### src/rtl/hazard_ctrl.sv
// Stall/forward controller for the 5-stage pipeline. It keeps a shadow scoreboard of the E/M/W
// stages and a mult/div busy counter.
module hazard_ctrl #(
  parameter int unsigned MULT_CYCLES = 5,
  parameter int unsigned DIV_CYCLES  = 10
) (
  input  logic       clk,
  input  logic       reset,
  input  logic [4:0] D_rs,
  input  logic [4:0] D_rt,
  input  logic       D_rs_used,
  input  logic       D_rt_used,
  input  logic       D_Tuse_rs,
  input  logic       D_Tuse_rt,
  input  logic       D_we,
  input  logic [4:0] D_dst,
  input  logic [1:0] D_Tnew,
  input  logic       D_is_md,
  input  logic       D_is_div,
  input  logic       D_uses_hilo,
  output logic       stall_F,
  output logic       stall_D,
  output logic       flush_E,
  output logic [1:0] fwd_D_rs,
  output logic [1:0] fwd_D_rt,
  output logic [1:0] fwd_E_rs,
  output logic [1:0] fwd_E_rt,
  output logic       md_busy
);

  localparam int unsigned CntMax = (DIV_CYCLES > MULT_CYCLES) ? DIV_CYCLES : MULT_CYCLES;
  localparam int unsigned CntW   = $clog2(CntMax + 1);

  typedef struct packed {
    logic       valid;
    logic       we;
    logic [4:0] dst;
    logic [1:0] tnew;
  } wr_t;

  // Source registers and md flags are only consulted while the instruction sits in E,
  // so M and W carry just the write-back part of the slot.
  typedef struct packed {
    wr_t        wr;
    logic [4:0] rs;
    logic [4:0] rt;
    logic       is_md;
    logic       is_div;
  } e_slot_t;

  e_slot_t        e_q, e_d;
  wr_t            m_q, m_d, w_q;
  logic [CntW-1:0] md_cnt_q, md_cnt_d;

  logic stall;
  logic busy;

  function automatic logic slot_match(wr_t s, logic [4:0] r);
    return s.valid && s.we && (s.dst == r) && (r != 5'd0);
  endfunction

  function automatic logic hazard(wr_t e, wr_t m, logic [4:0] r, logic tuse);
    return (slot_match(e, r) && (e.tnew > {1'b0, tuse})) ||
           (slot_match(m, r) && (m.tnew > {1'b0, tuse}));
  endfunction

  // The newest matching producer decides; if it is not ready yet the read falls back to
  // the GRF and the stall takes care of it.
  function automatic logic [1:0] fwd_d_sel(wr_t e, wr_t m, wr_t w, logic [4:0] r);
    if (slot_match(e, r)) return (e.tnew == 2'd0) ? 2'd1 : 2'd0;
    if (slot_match(m, r)) return (m.tnew == 2'd0) ? 2'd2 : 2'd0;
    if (slot_match(w, r)) return (w.tnew == 2'd0) ? 2'd3 : 2'd0;
    return 2'd0;
  endfunction

  function automatic logic [1:0] fwd_e_sel(wr_t m, wr_t w, logic e_valid, logic [4:0] r);
    if (!e_valid) return 2'd0;
    if (slot_match(m, r) && (m.tnew == 2'd0)) return 2'd1;
    if (slot_match(w, r)) return 2'd2;
    return 2'd0;
  endfunction

  always_comb begin
    busy  = (md_cnt_q != '0) || (e_q.wr.valid && e_q.is_md);
    stall = (D_rs_used && hazard(e_q.wr, m_q, D_rs, D_Tuse_rs)) ||
            (D_rt_used && hazard(e_q.wr, m_q, D_rt, D_Tuse_rt)) ||
            (D_uses_hilo && busy);
  end

  always_comb begin
    e_d = '0;
    if (!stall) begin
      e_d.wr.valid = 1'b1;
      e_d.wr.we    = D_we;
      e_d.wr.dst   = D_dst;
      e_d.wr.tnew  = D_Tnew;
      e_d.rs       = D_rs;
      e_d.rt       = D_rt;
      e_d.is_md    = D_is_md;
      e_d.is_div   = D_is_div;
    end

    m_d = e_q.wr;
    if (e_q.wr.tnew != 2'd0) m_d.tnew = e_q.wr.tnew - 2'd1;

    md_cnt_d = md_cnt_q;
    if (e_q.wr.valid && e_q.is_md) begin
      md_cnt_d = e_q.is_div ? CntW'(DIV_CYCLES) : CntW'(MULT_CYCLES);
    end else if (md_cnt_q != '0) begin
      md_cnt_d = md_cnt_q - 1'b1;
    end
  end

  always_ff @(posedge clk) begin
    if (!reset) begin
      e_q      <= '0;
      m_q      <= '0;
      w_q      <= '0;
      md_cnt_q <= '0;
    end else begin
      e_q      <= e_d;
      m_q      <= m_d;
      w_q      <= m_q;
      md_cnt_q <= md_cnt_d;
    end
  end

  // All outputs are held low while reset is asserted.
  always_comb begin
    stall_F  = reset & stall;
    stall_D  = reset & stall;
    flush_E  = reset & stall;
    md_busy  = reset & busy;
    fwd_D_rs = reset ? fwd_d_sel(e_q.wr, m_q, w_q, D_rs) : 2'd0;
    fwd_D_rt = reset ? fwd_d_sel(e_q.wr, m_q, w_q, D_rt) : 2'd0;
    fwd_E_rs = reset ? fwd_e_sel(m_q, w_q, e_q.wr.valid, e_q.rs) : 2'd0;
    fwd_E_rt = reset ? fwd_e_sel(m_q, w_q, e_q.wr.valid, e_q.rt) : 2'd0;
  end

endmodule

### config.mk
export PLATFORM = sky130hd
export DESIGN_NAME = hazard_ctrl
export DESIGN_NICKNAME = d
export VERILOG_FILES = /design/src/rtl/hazard_ctrl.sv
export SDC_FILE = /design/constraint.sdc
export NUM_CORES = 1
export LEC_CHECK = 0
export CAP_MARGIN = 10
export CORE_MARGIN = 2
export CORE_UTILIZATION = 45
export CTS_BUF_LIST = sky130_fd_sc_hd__clkbuf_16
export DETAILED_ROUTE_END_ITERATION = 6
export PLACE_DENSITY = 0.74
export SETUP_SLACK_MARGIN = 0.02
export SLEW_MARGIN = 20
export SYNTH_ARGS = -nofsm -noshare
export SYNTH_HDL_FRONTEND = slang
export SYNTH_SLANG_ARGS = --single-unit
### constraint.sdc
create_clock -name clk -period 2.1 [get_ports clk]
set_input_delay 0.21 -clock clk [delete_from_list [all_inputs] [get_ports clk]]
set_output_delay 0.21 -clock clk [all_outputs]
set_load 0.01 [all_outputs]
# ---- Word-level counts from Yosys, hierarchy flattened
# Index checks and enable logic that the tools add are counted.
dict set report word_totals {
  wordCells 142
  out_inout_bits 12
  register_bits 43
}
dict set report op_classes {
  bitwise_logic 3
  n_eq_ne 10
  add_sub_neg 2
  n_reduce_logical 49
  n_lt_le_gt_ge 4
  n_mux 57
}
# op n
set ops {}
lappend ops {{2-to-1 mux 2 bit} 30}
lappend ops {{== test 5 bit} 10}
lappend ops {{logical AND 1 bit} 33}
lappend ops {{2-to-1 mux 1 bit} 23}
lappend ops {{2-to-1 mux 21 bit} 1}
lappend ops {{nonzero test 5 bit} 4}
lappend ops {{2-to-1 mux 4 bit} 3}
lappend ops {{greater-than comparator 2 x 1 -> 1 bit} 4}
lappend ops {{logical NOT 2 bit} 3}
lappend ops {{logical OR 1 bit} 5}
lappend ops {{nonzero test 2 bit} 2}
lappend ops {{nonzero test 4 bit} 1}
lappend ops {{subtractor 4 x 1 -> 4 bit (second input constant)} 1}
lappend ops {{AND 1 bit} 2}
lappend ops {{OR reduction 2 bit} 1}
lappend ops {{subtractor 2 x 1 -> 2 bit (second input constant)} 1}
lappend ops {{NOT 1 bit} 1}

# ---- Longest topological paths before layout
# Gate-level depths: netlist of run 1.
dict set report depth {
  depth_word 12
  ltp_mapped 8
  ltp_nobuf 7
}

# ---- Worst setup path before layout of run 1
# No wires, ideal clock.
dict set report synth_timing {
  path_type {reg-to-output}
  from {reg m_q[4] (netlist bit)}
  to {out stall_D}
  required_ns 1.890
  slack_ns -0.033
  arrival_ns 1.923
  n_path_buf 1
  stages_incl_launch_ff 7
  path_cell_list {dfxtp_1 > inv_1 > a221o_1 > or4_1 > a2bb2o_4 > o31a_1 > buf_4}
}
dict set report synth_via {
  elab_chain_cells 9
  elab_cells_between_ends 15
}
# element line_no
set synth_rtl {}
lappend synth_rtl {{start: declaration} 52} ;# wr_t m_q, m_d, w_q;
lappend synth_rtl {{start signal: assignment} 122} ;# m_q <= m_d;
lappend synth_rtl {{== test 5 bit} 59} ;# return s.valid && s.we && (s.dst == r) && (r != 5'd0);
lappend synth_rtl {{logical AND 1 bit (2 in a row)} 59}
lappend synth_rtl {{logical AND 1 bit} 64} ;# (slot_match(m, r) && (m.tnew > {1'b0, tuse}));
lappend synth_rtl {{logical OR 1 bit} 63} ;# return (slot_match(e, r) && (e.tnew > {1'b0, tuse})) ||
lappend synth_rtl {{logical AND 1 bit (on tied branches)} {85, 86}}
lappend synth_rtl {{logical OR 1 bit *} 85} ;# stall = (D_rs_used && hazard(e_q.wr, m_q, D_rs, D_Tuse_rs)) ||
lappend synth_rtl {{logical OR 1 bit *} 86} ;# (D_rt_used && hazard(e_q.wr, m_q, D_rt, D_Tuse_rt)) ||
lappend synth_rtl {{AND 1 bit *} n/a}
lappend synth_rtl {{end: declaration} 22} ;# output logic stall_D,
# Mark *: on every way between the ends. The rest lies on a longest branch, timed or not.

# ---- Final worst setup path of run 1
dict set report layout_timing {
  from {reg e_q[14] (netlist bit)}
  to {out fwd_D_rt[0]}
}
dict set report layout_via {
  elab_chain_cells 6
}
# element line_no
set layout_rtl {}
lappend layout_rtl {{start: declaration} 51} ;# e_slot_t e_q, e_d;
lappend layout_rtl {{start signal: assignment} 116} ;# e_q <= '0;
lappend layout_rtl {{start signal: assignment} 121} ;# e_q <= e_d;
lappend layout_rtl {{== test 5 bit} 59}
lappend layout_rtl {{logical AND 1 bit (2 in a row)} 59}
lappend layout_rtl {{2-to-1 mux 1 bit} 70} ;# if (slot_match(e, r)) return (e.tnew == 2'd0) ? 2'd1 : 2'd0;
lappend layout_rtl {{2-to-1 mux 2 bit} 71} ;# if (slot_match(m, r)) return (m.tnew == 2'd0) ? 2'd2 : 2'd0;
lappend layout_rtl {{2-to-1 mux 2 bit} 135} ;# fwd_D_rt = reset ? fwd_d_sel(e_q.wr, m_q, w_q, D_rt) : 2'd0;
lappend layout_rtl {{end: declaration} 25} ;# output logic [1:0] fwd_D_rt,
# No other way between the ends.

==> flow_summary.json, run 1 <==
{
  "seq_area_frac_synth_pct": 37.1,
  "drv_cap": 0,
  "rows": 26,
  "required_ns": 1.89,
  "relSlewSlack_pct": 68.8,
  "clkTransAtPathRegs_ns": 0.06,
  "antenna_cells": 0,
  "via_count": 2286,
  "final_cell_area_sq_um": 3460,
  "timing.final.ws_setup_ns": -0.500,
  "nNetsFinal": 391,
  "placeableCoreArea_sq_um": 5040,
  "syn2layout_area_growth_pct": 49.2,
  "finalCritPeriodShare_pct": 124,
  "die_w_um": 75.8,
  "post-route-min-period_ns": 2.60,
  "final_cells": 429,
  "syn_area_per_cell_sq_um": 8.60,
  "cts_tree": "yes",
  "place.port_buffers": 38,
  "grt_pass1_wl_um": 10000,
  "die_area_sq_um": 5750,
  "fillers": 402,
  "grt_max_degree": 46,
  "antenna_left": 0,
  "synth_edf_count": 0,
  "power.density_nw_per_um2": 745,
  "synth_seq_cells": 43,
  "multiInputGateArea_sq_um": 1510,
  "gp_congestion": 0.873,
  "io_pins": 39,
  "worstHoldPathType": "in2reg",
  "cp-start-kind": "register",
  "final_cell_mix": "buf_4, nand2_1, dfxtp_1",
  "grt_pass1_vias": 2202,
  "dp_hpwl_um": 4510,
  "finClkSkew_ns": 0.00534,
  "switching_share_pct": 30.6,
  "grt_overflow_total": 0,
  "timing.fmax_mhz": 385,
  "report.final.slew_viol_count": 0,
  "async_flop_share_pct": 0,
  "clkPwrFrac_pct": 27.8,
  "drt_iter0_drc": 103,
  "layout_commonest_cell": "buf_4",
  "p_sw_mw": 0.789,
  "status": "finished, violations left",
  "cp_max_fo": 3,
  "clk_path_buf_depth": 2,
  "wl_um": 6570,
  "critPathKind": "reg2out",
  "ys.flop_type": "dfxtp_1",
  "die_h_um": 75.8,
  "hold_violations": 0,
  "p_leak_nw": 1.53,
  "cellInternalPower_mw": 1.79,
  "tightestPinTransition_ns": 0.463,
  "holdBufCountCts": 0,
  "via_per_inst": 5.33,
  "ir_worst_vdd_v": 0.000646,
  "netlist_area_sq_um": 2320,
  "root_buffer": "clkbuf_16",
  "seq_power_share_pct": 40.6,
  "drt_first_pass_iters": 4,
  "preCtsSetupSlack_ns": -0.924,
  "place_area_sq_um": 3090,
  "end_kind": "output port",
  "syn_inst": 270,
  "setup_viol": 7,
  "p_comb_share_pct": 31.7,
  "rsz0062_at_grt": "true",
  "synth.distinct_cells": 39,
  "start_util_pct": 46.0,
  "cp.arrival_ns": 2.39,
  "yosysWarnings": 0,
  "synth_nets": 303,
  "wl_per_cell_um": 15.3,
  "drive_gt1_share_pct": 32.3,
  "seq_area_sq_um": 876,
  "htree_levels": 2,
  "grt_usage_pct": 23.3,
  "cts_made_buffers": 5,
  "clock-sinks": 43,
  "antenna_found_initial": 0,
  "insertion_delay_ns": 0.28,
  "dp.cells": 409,
  "violations": "negative setup slack",
  "drc": 0
}
flip-flops by register name (all words and copies together) (netlist names):
| register | flops |
|---|---|
| m_q | 9 |
| w_q | 9 |
| e_q | 21 |
| md_cnt_q | 4 |
worst paths after layout:
| check | slack, ns | startpoint | cells after the start | end |
|---|---|---|---|---|
| setup / recovery | -0.50 | e_q[14] | 6 | fwd_D_rt[0] |
| hold reg to reg | 0.50 | m_q[0] | 1 | w_q[0] |
| hold / removal | 0.31 | D_rt[4] | 3 | e_q[6] |
| setup reg to reg | 0.09 | m_q[3] | 7 | e_q[11] |
synth_stat cells (4+ instances only):
cell      count  area share, %
nand3_1       7            1.5
xor2_1       22            8.3
ha_1          6            3.2
inv_1         8            1.3
and2_1       18            4.9
or4_1         7            2.3
nor4_1       28            7.5
xnor2_1      26            9.8
nor2_1       18            2.9
nand4_1       4            1.1
dfxtp_1      43             37
clkbuf_1     13            2.1
nand2_1      34            5.5
per-layer routing:
metal	share of wire, %	track usage [%]	vias to the layer above
li1	-	-	1108
met5	0	0	-
met2	54	42.7	74
met4	2.5	8.19	0
met1	38	26.6	1090
met3	5.3	4.50	14
cells by family after synthesis:
group | after synthesis | synth area share (%)
compound gates | 15 | 5.66
xor+xnor | 48 | 18.1
buf+inv | 25 | 4.47
fa+ha+maj | 6 | 3.23
mux | 2 | 0.863
flops | 43 | 37.1
simple gates | 131 | 30.6
repair_timing:
action / 4_1_cts / 5_1_grt
setup buffers: 6 / 7
gates resized for setup: 77 / 25
endpoints found under the setup margin: 32 / 33
pin swaps: 14 / 11
through the flow:
step	hold WS (ns)	total power, mW	setup TNS, ns	util (%)
floorplan	0.331	1.50	-0.000727	-
global placement	0.470	1.79	-12.33	61.2
detailed placement	0.480	1.81	-13.18	61.2
CTS	0.459	2.55	-2.33	66.7
global route	0.309	2.73	-2.65	68.7
finish	0.306	2.58	-1.99	68.7
final cells by class:
type	instances	area share, %
clock inverters	3	0.361
multi-input cells	202	43.6
repair buffers	98	23.8
well taps	70	2.53
inverters	8	0.867
flip-flops and latches	43	25.3
clock buffers	5	3.61
worst max-delay path, cell delays in order, from the launching register on:
cell	delay, ns
dfxtp_2	0.34
xor2_1	0.14
or4_4	0.56
or4_4	0.44
or3_4	0.38
a21boi_2	0.12
buf_2	0.13
power groups by stage:
| stage | logic (mW) | registers [mW] | clock network (mW) |
|---|---|---|---|
| floorplan | 0.474 | 1.03 | 0 |
| global placement | 0.743 | 1.05 | 0 |
| detailed placement | 0.759 | 1.05 | 0 |
| CTS | 0.787 | 1.04 | 0.723 |
| global route | 0.900 | 1.06 | 0.768 |
| finish | 0.818 | 1.05 | 0.716 |
No activity file was read; power rests on OpenSTA's default activity.
==> run 2, diff against run 1 <==
--- a/config.mk
+++ b/config.mk
@@ -16,3 +16,4 @@
 export SYNTH_ARGS = -nofsm -noshare
 export SYNTH_HDL_FRONTEND = slang
 export SYNTH_SLANG_ARGS = --single-unit
+export TNS_END_PERCENT = 20
==> run 2 against run 1 <==
Against the previous run:
- the flow still finishes with violations (negative setup slack)
- clock-buffer cell count is the same
- die area is the same
- cell count shrank 0.93%
==> flow_summary.json, run 2 (synthesized netlist as in run 1, its figures left out) <==
{
  "status": "finished, violations left",
  "violations": "negative setup slack",
  "drive_gt1_share_pct": 30.1,
  "post-route-min-period_ns": 2.57,
  "grt_pass1_vias": 2213,
  "tightestPinTransition_ns": 0.466,
  "cp_max_fo": 2,
  "cp.arrival_ns": 2.36,
  "fillers": 409,
  "critPathKind": "reg2out",
  "power.density_nw_per_um2": 755,
  "via_count": 2253,
  "grt_overflow_total": 0,
  "wl_um": 6500,
  "drt_iter0_drc": 118,
  "critPathSlowestCell": "or4_4",
  "die_h_um": 75.8,
  "timing.final.ws_setup_ns": -0.466,
  "layout_commonest_cell": "buf_4",
  "io_pins": 39,
  "crit_chain": "xor2_1 -> or4_4 -> or4_4 -> or3_4 -> a21boi_2 -> buf_2",
  "hold_violations": 0,
  "clkTransAtPathRegs_ns": 0.06,
  "largest_register_ffs": 21,
  "rsz0062_at_grt": "true",
  "rows": 26,
  "p_leak_nw": 1.49,
  "cpPeakStageDelay_ns": 0.54,
  "start_util_pct": 46.0,
  "syn2layout_area_growth_pct": 45.9,
  "root_buffer": "clkbuf_16",
  "critPathBufInv": 1,
  "report.final.slew_viol_count": 0,
  "preCtsSetupSlack_ns": -0.922,
  "nNetsFinal": 388,
  "fin_tns_setup_ns": -2.28,
  "cp-start-kind": "register",
  "drc": 0,
  "crit_family": "simple AND/OR/NAND/NOR gates",
  "clk_path_buf_depth": 2,
  "worstHoldPathType": "in2reg",
  "dp_hpwl_um": 4580,
  "grt_pass1_wl_um": 10300,
  "reg.largest.list": "e_q: 21 flops, m_q: 9 flops, w_q: 9 flops",
  "required_ns": 1.89,
  "die_area_sq_um": 5750,
  "timing.fmax_mhz": 390,
  "relSlewSlack_pct": 68.6,
  "antenna_left": 0,
  "drv_cap": 0,
  "final_cell_mix": "buf_4, nand2_1, dfxtp_1",
  "place.port_buffers": 38,
  "grt_usage_pct": 24.3,
  "placeableCoreArea_sq_um": 5040,
  "insertion_delay_ns": 0.28,
  "drt_first_pass_iters": 4,
  "post-route-util_pct": 67.2,
  "htree_levels": 2,
  "antenna_found_initial": 0,
  "top_register": "e_q",
  "finalCritPeriodShare_pct": 122,
  "clock-sinks": 43,
  "path_common_cell": "or4_4",
  "ir_worst_vdd_v": 0.000702,
  "cts_tree": "yes",
  "cts_made_buffers": 5,
  "via_per_inst": 5.30,
  "setup_viol": 9,
  "gp_congestion": 0.880,
  "antenna_cells": 0,
  "wl_per_cell_um": 15.3,
  "grt_max_degree": 46,
  "die_w_um": 75.8,
  "finClkSkew_ns": 0.00447,
  "end_kind": "output port"
}
-- run 2: cell types whose count changed in the layout (fill, tap and decap cells not counted), moves of 2 or more --
cell           before  now
xor2_1             20   22
xnor2_2             2    0
xnor2_1            24   26
buf_4              50   53
buf_6              10    4
xor2_2              2    0
dlygate4sd2_1       8   10
inv_2               2    0
-- run 2: layout make-up --
type	instances	area (sq um)	area share [%]
multi-input cells	202	1490	44.0
flip-flops and latches	43	875	25.8
repair buffers	95	772	22.8
clock buffers	5	125	3.69
well taps	70	87.6	2.59
inverters	8	30.0	0.887
clock inverters	2	8.76	0.259
-- run 2: worst paths after layout --
path / start / endpoint / slack, ns / cells after the start
setup / recovery: e_q[17] / fwd_D_rt[0] / -0.47 / 6
hold / removal: D_rt[4] / e_q[6] / 0.40 / 3
setup reg to reg: m_q[4] / e_q[8] / 0.07 / 6
hold reg to reg: e_q[19] / m_q[7] / 0.48 / 1
-- run 2: where the power goes --
group | internal (mW) | switching (mW) | leakage [nW]
Clock | 0.427 | 0.288 | 0.0671
Combinational | 0.408 | 0.391 | 1.06
Sequential | 0.936 | 0.107 | 0.358
-- run 2: per-stage QoR --
step                instance area [sq um]  cells  power, mW  hold slack [ns]
global placement                     3080    409       1.79            0.469
finish                               3390    425       2.56            0.400
CTS                                  3330    421       2.55            0.380
floorplan                            2330    270       1.50            0.339
detailed placement                   3080    409       1.82            0.481
global route                         3390    425       2.71            0.404
-- run 2: repair_timing --
| action | in CTS | in global routing |
|---|---|---|
| buffers inserted | 5 | 5 |
| hold buffers | 0 | 0 |
| pin swaps | 8 | 8 |
| gates resized for setup | 65 | 25 |
| setup endpoints to repair | 32 | 33 |
-- run 2: per-layer routing --
layer | GRT usage [%] | part of all wire (%)
met5 | 0 | 0
met1 | 26.9 | 38
met4 | 11.9 | 3.3
met2 | 44.0 | 53
met3 | 4.89 | 5.0
-- run 2: worst register-to-register path: cells and delay by family (launching register included) --
family | cells | cell delay (ns)
DFF | 1 | 0.33
buffers and inverters | 2 | 0.30
AOI/OAI and AO/OA | 2 | 0.59
and+or+nand+nor | 2 | 0.69
==> RTL edit 1, RTL diff (settings of run 1) <==
The parameter `DIV_CYCLES` goes from 10 to 20.
--- a/src/rtl/hazard_ctrl.sv
+++ b/src/rtl/hazard_ctrl.sv
@@ -2,7 +2,7 @@
 // stages and a mult/div busy counter.
 module hazard_ctrl #(
   parameter int unsigned MULT_CYCLES = 5,
-  parameter int unsigned DIV_CYCLES  = 10
+  parameter int unsigned DIV_CYCLES  = 20
 ) (
   input  logic       clk,
   input  logic       reset,
Formal check against the unedited RTL: no difference found for any inputs over 10 cycles, from zero or initial values and one cycle with reset low; that may be too few to reach the edited logic, so the function may still have changed.
==> RTL edit 1 against run 1 <==
- the run still ends with negative setup slack left
- cell count grew 1.4%
- combinational power grew 19%
- die area grew 3.1%
- count of clock-buffer cells in the layout is the same
- synthesized area grew 3.2%
- hold slack gained 6.1 ps
- setup slack gained 320 ps
- synthesized cell count grew 2.6%
- cell area grew 0.83%
- wire length shrank 2.2%
- power grew 13%
- global-route usage shrank 1.4 points
- sequential cell count grew 1
- highest routed layer unchanged
==> RTL edit 1: results <==
[synthesis]
synthesis.nets = 310
postSynthAreaPerCell_sq_um = 8.65
synth_common_cells = "44 x dfxtp_1, 33 x nand2_1, 31 x xnor2_1"
netlist-cell-type-count = 40
yosys_warnings = 0
yosysSeqAreaShare_pct = 36.8
async_flop_share_pct = 0
post_synth_main_area_contributors = "dfxtp_1 37%, xnor2_1 11%, xor2_1 7.3%, nor3_1 5.2%, nand2_1 5.2%"
ys.flop_type = "dfxtp_1"

[global_routing]
grt_pass1_wl_um = 10300
grt_antenna_before_repair = 0
grt_max_degree = 48
grt_overflow = 0
grt_pass1_vias = 2201
grt_usage_pct = 21.9

[placed_design]
placed_cells = 421
io_buffers = 38
hpwl_um = 4370
routabilityCongestion = 0.816
dpl_cell_area_sq_um = 3150

[worst_setup_path]
cp_max_fo = 3
ff2ff_setup_slack_ps = 90
max_stage_delay_ps = 530
r2r_start = "m_q[5]"
cp-startpoint = "m_q[2]"
critPathTopFamily = "simple AND/OR/NAND/NOR gates"
reg2reg_depth = 8
arrival_ps = 2070
slowest_stage = "or4_4"

[sta]
setup_violations = 6
slew_violations = 0
skew_ps = 5.41
setup_ws_ps = -177
relSlewSlack_pct = 73.3
whs_ps = 312

[layout]
layout.nets = 397
fill_cells = 380
top_regs = "e_q (21), m_q (9), w_q (9)"
antenna_cells = 0
drive_gt1_share_pct = 33.7
fin_cells = 435

[status]
status = "finished, violations left"
violations = "negative setup slack"

[die]
die_area_sq_um = 5920

[power]
irDropWorstVdd_mv = 0.566
p_leak_nw = 1.54

[clock_tree]
clock_latency_ps = 280
h-tree-depth = 2
cts_buffers = 5
path_clk_slew_ps = 60
clk_path_buf_depth = 2
clock-root-buffer = "clkbuf_16"

[worst_hold_path]
hold_depth = 3
holdPathEnd = "e_q[3]"
holdCritStartpoint = "D_rt[1]"
hold_class = "in -> reg"

[route]
via_per_inst = 5.16
drt-total-wl_um = 6430
firstDrtPassIters = 4
initialDrtViolationCount = 108
## RTL edit 1: cell type report
cell class / count / area [sq um] / share of cell area [%]
Multi-Input combinational cell: 208 / 1510 / 43.4
Sequential cell: 44 / 906 / 25.9
Timing Repair Buffer: 97 / 787 / 22.5
Clock buffer: 5 / 125 / 3.58
Tap cell: 70 / 87.6 / 2.51
Clock inverter: 3 / 42.5 / 1.22
Inverter: 8 / 30.0 / 0.860
## RTL edit 1: repair_timing
action,in CTS,in global routing
setup endpoints to repair,27,12
pin swaps,19,12
resized for setup,83,21
setup buffers,4,2
## RTL edit 1: how the worst max path moves through the flow
stage	to	slack (ps)	cells after the start
2_1_floorplan	stall_D	30	6
3_3_place_gp	fwd_D_rt[0]	-820	7
3_5_place_dp	fwd_D_rt[0]	-820	7
4_1_cts	fwd_D_rs[1]	-150	8
5_1_grt	fwd_D_rs[1]	-230	7
6_report	fwd_D_rs[1]	-180	6
## RTL edit 1: routing by layer
metal,track usage [%],wire length [um],up-vias
met5,0,0,-
met4,6.79,182,0
met3,4.00,332,17
met2,40.2,3250,76
met1,25.7,2660,1050
li1,-,-,1102
## RTL edit 1: through the flow
stage | TNS (ps) | setup slack (ps)
after global placement | -9940 | -822
final | -709 | -177
after detailed placement | -10610 | -815
after CTS | -833 | -152
after floorplan | 0 | 34.1
after global routing | -1210 | -234
## RTL edit 1: kinds of logic after synthesis
kind of cell | after synthesis | share of synthesized area (%)
buf+inv | 25 | 5.80
simple gates | 131 | 28.9
fa+ha+maj | 6 | 3.13
flops | 44 | 36.8
xor+xnor | 51 | 18.6
compound gates | 18 | 5.90
mux | 2 | 0.836
## RTL edit 1: worst reg2reg max path, delay by kind of cell (launching register included)
kind,cells,cell delay [ps]
buffers and inverters,3,470
AND/OR/NAND/NOR,3,780
flip-flops,1,330
XOR/XNOR,1,140
AO/OA/AOI/OAI,1,160
## RTL edit 1: where the power goes
part,internal [W],switching (W),leakage (nW)
Sequential,0.000958,0.000113,0.368
Clock,0.000558,0.000312,0.0798
Combinational,0.000520,0.000454,1.10
Total,0.00204,0.000879,1.54
==> RTL edit 2, RTL diff (settings of run 1) <==
Without the edit above. Make the reset (`reset`) asynchronous in one clocked block.
--- a/src/rtl/hazard_ctrl.sv
+++ b/src/rtl/hazard_ctrl.sv
@@ -111,7 +111,7 @@
     end
   end
 
-  always_ff @(posedge clk) begin
+  always_ff @(posedge clk or negedge reset) begin
     if (!reset) begin
       e_q      <= '0;
       m_q      <= '0;
Behaviour: no difference found for any inputs over 10 cycles, from zero or initial values and one cycle with reset low; that may be too few to reach the edited logic, so the function may still have changed.
==> RTL edit 2 against run 1 <==
- the run still ends with negative setup slack left
- critical path depth unchanged
- clock power shrank 3.1%
- synthesized area up 6.2%
- sequential cell count unchanged
- setup slack better by 320 ps
- cell area rose by 2.9%
- via count is 10% lower
- power rose by 10%
- wire length is 4.4% lower
- core utilization fell by 0.20 points
- cell count down 8.6%
- critical path type unchanged
==> RTL edit 2: results <==
[status]
status = "finished, violations left"
violations = "negative setup slack"

[synthesis]
async_flop_share_pct = 100
synth_common_cells = "43 x dfrtp_1, 28 x xnor2_1, 22 x xor2_1"
synthesis.nets = 254
syn-instance-count = 222
muxShareOfSynthArea_pct = 0.812
synth_compound_area_share_pct = 7.36
yosysSeqAreaShare_pct = 43.7
synth-xor-area-share_pct = 17.8
synth_fa_ha_area_share_pct = 2.54
netlist-cell-type-count = 44
post_synth_main_area_contributors = "dfrtp_1 44%, xnor2_1 9.9%, nor3b_2 8.6%, xor2_1 7.8%, ha_1 2.5%"

[worst_hold_path]
hold_class = "reg -> reg"
holdCritStartpoint = "e_q[19]"

[worst_setup_path]
cp-startpoint = "e_q[15]"
max_stage_delay_ps = 420
slowest_stage = "dfrtp_1"
arrival_ps = 2070

[layout]
fin_cells = 392
drive_gt1_share_pct = 39.4
layout.nets = 355

[route]
num_vias = 2053
initialDrtViolationCount = 91

[placed_design]
dpl_cell_area_sq_um = 3240
routabilityCongestion = 0.895
hpwl_um = 4550
placed_cells = 372

[sta]
setup_violations = 7
setup_ws_ps = -181
worstMarginPinSlew_ps = 413

[global_routing]
grtUsageMet3_pct = 4.25
use_met2_pct = 35.9
grt_max_degree = 22
grt_usage_pct = 21.9
grt_pass1_wl_um = 10200

[power]
p_leak_nw = 1.66
irDropWorstVdd_mv = 0.797
RTL edit 2: cell types whose count changed after synthesis, moves of 5 or more:
cell / change
and2_1: -14
clkbuf_1: -10
dfrtp_1: +43
dfxtp_1: -43
nand2_1: -25
nand4_1: +5
nor3b_2: +17
nor4_1: -22
RTL edit 2: cell families after synthesis:
group | count (synthesis)
buffers and inverters | 17
adders and majority gates | 5
AOI/OAI and AO/OA | 22
and+or+nand+nor | 83
muxes | 2
DFF | 43
xor gates and xnor gates | 50
RTL edit 2: final cells by class:
class | count | area [sq um]
tap | 70 | 87.6
multi-input combinational | 162 | 1420
clock inverter | 1 | 3.75
sequential | 43 | 1080
fill | 394 | 1640
clock buffer | 5 | 125
inverter | 8 | 30.0
timing repair buffer | 103 | 820
RTL edit 2: path summary, 6_finish.rpt:
kind                               end  slack, ps  cells after the start
setup reg to reg                e_q[9]        100                      7
min in group asynchronous       e_q[5]        480                      3
setup / recovery           fwd_D_rt[0]       -180                      6
hold reg to reg                 m_q[7]        380                      0
max in group asynchronous      e_q[12]       1220                      4
hold / removal                  m_q[7]        380                      0
RTL edit 2: power by group:
group	internal (W)	switching, W
Clock	0.000422	0.000273
Combinational	0.000566	0.000465
Sequential	0.000974	0.000138
Total	0.00196	0.000876
RTL edit 2: worst max-delay path: cells and delay by family, from the launching register on:
kind / cells / cell delay [ps]
buffers and inverters: 1 / 140
AOI/OAI and AO/OA: 2 / 480
xor gates and xnor gates: 1 / 160
DFF: 1 / 420
and+or+nand+nor: 2 / 590
RTL edit 2: what timing repair did:
item / in CTS / in global routing
hold buffers: 1 / 0
gates cloned: 0 / 0
pin swaps: 17 / 10
resized for setup: 65 / 21
hold endpoints to repair: 33 / 0
setup endpoints to repair: 33 / 31
setup buffers: 10 / 3
RTL edit 2: routing by layer:
metal  share of wire (%)  wire, um
met5                   0         0
met3                 3.4       214
met1                  44      2740
met2                  51      3220
met4                 1.8       110
RTL edit 2: through the flow:
step                setup TNS [ps]  util (%)  total power [W]  hold WS (ps)  setup WS [ps]
CTS                           -946      67.3          0.00277           374           -195
global placement            -10440      62.2          0.00199           229           -708
finish                       -1010      68.5          0.00284           377           -181
floorplan                        0         -          0.00162         -85.6           61.7
global route                 -1980      68.5          0.00301           408           -277
detailed placement          -10800      62.2          0.00202           229           -748
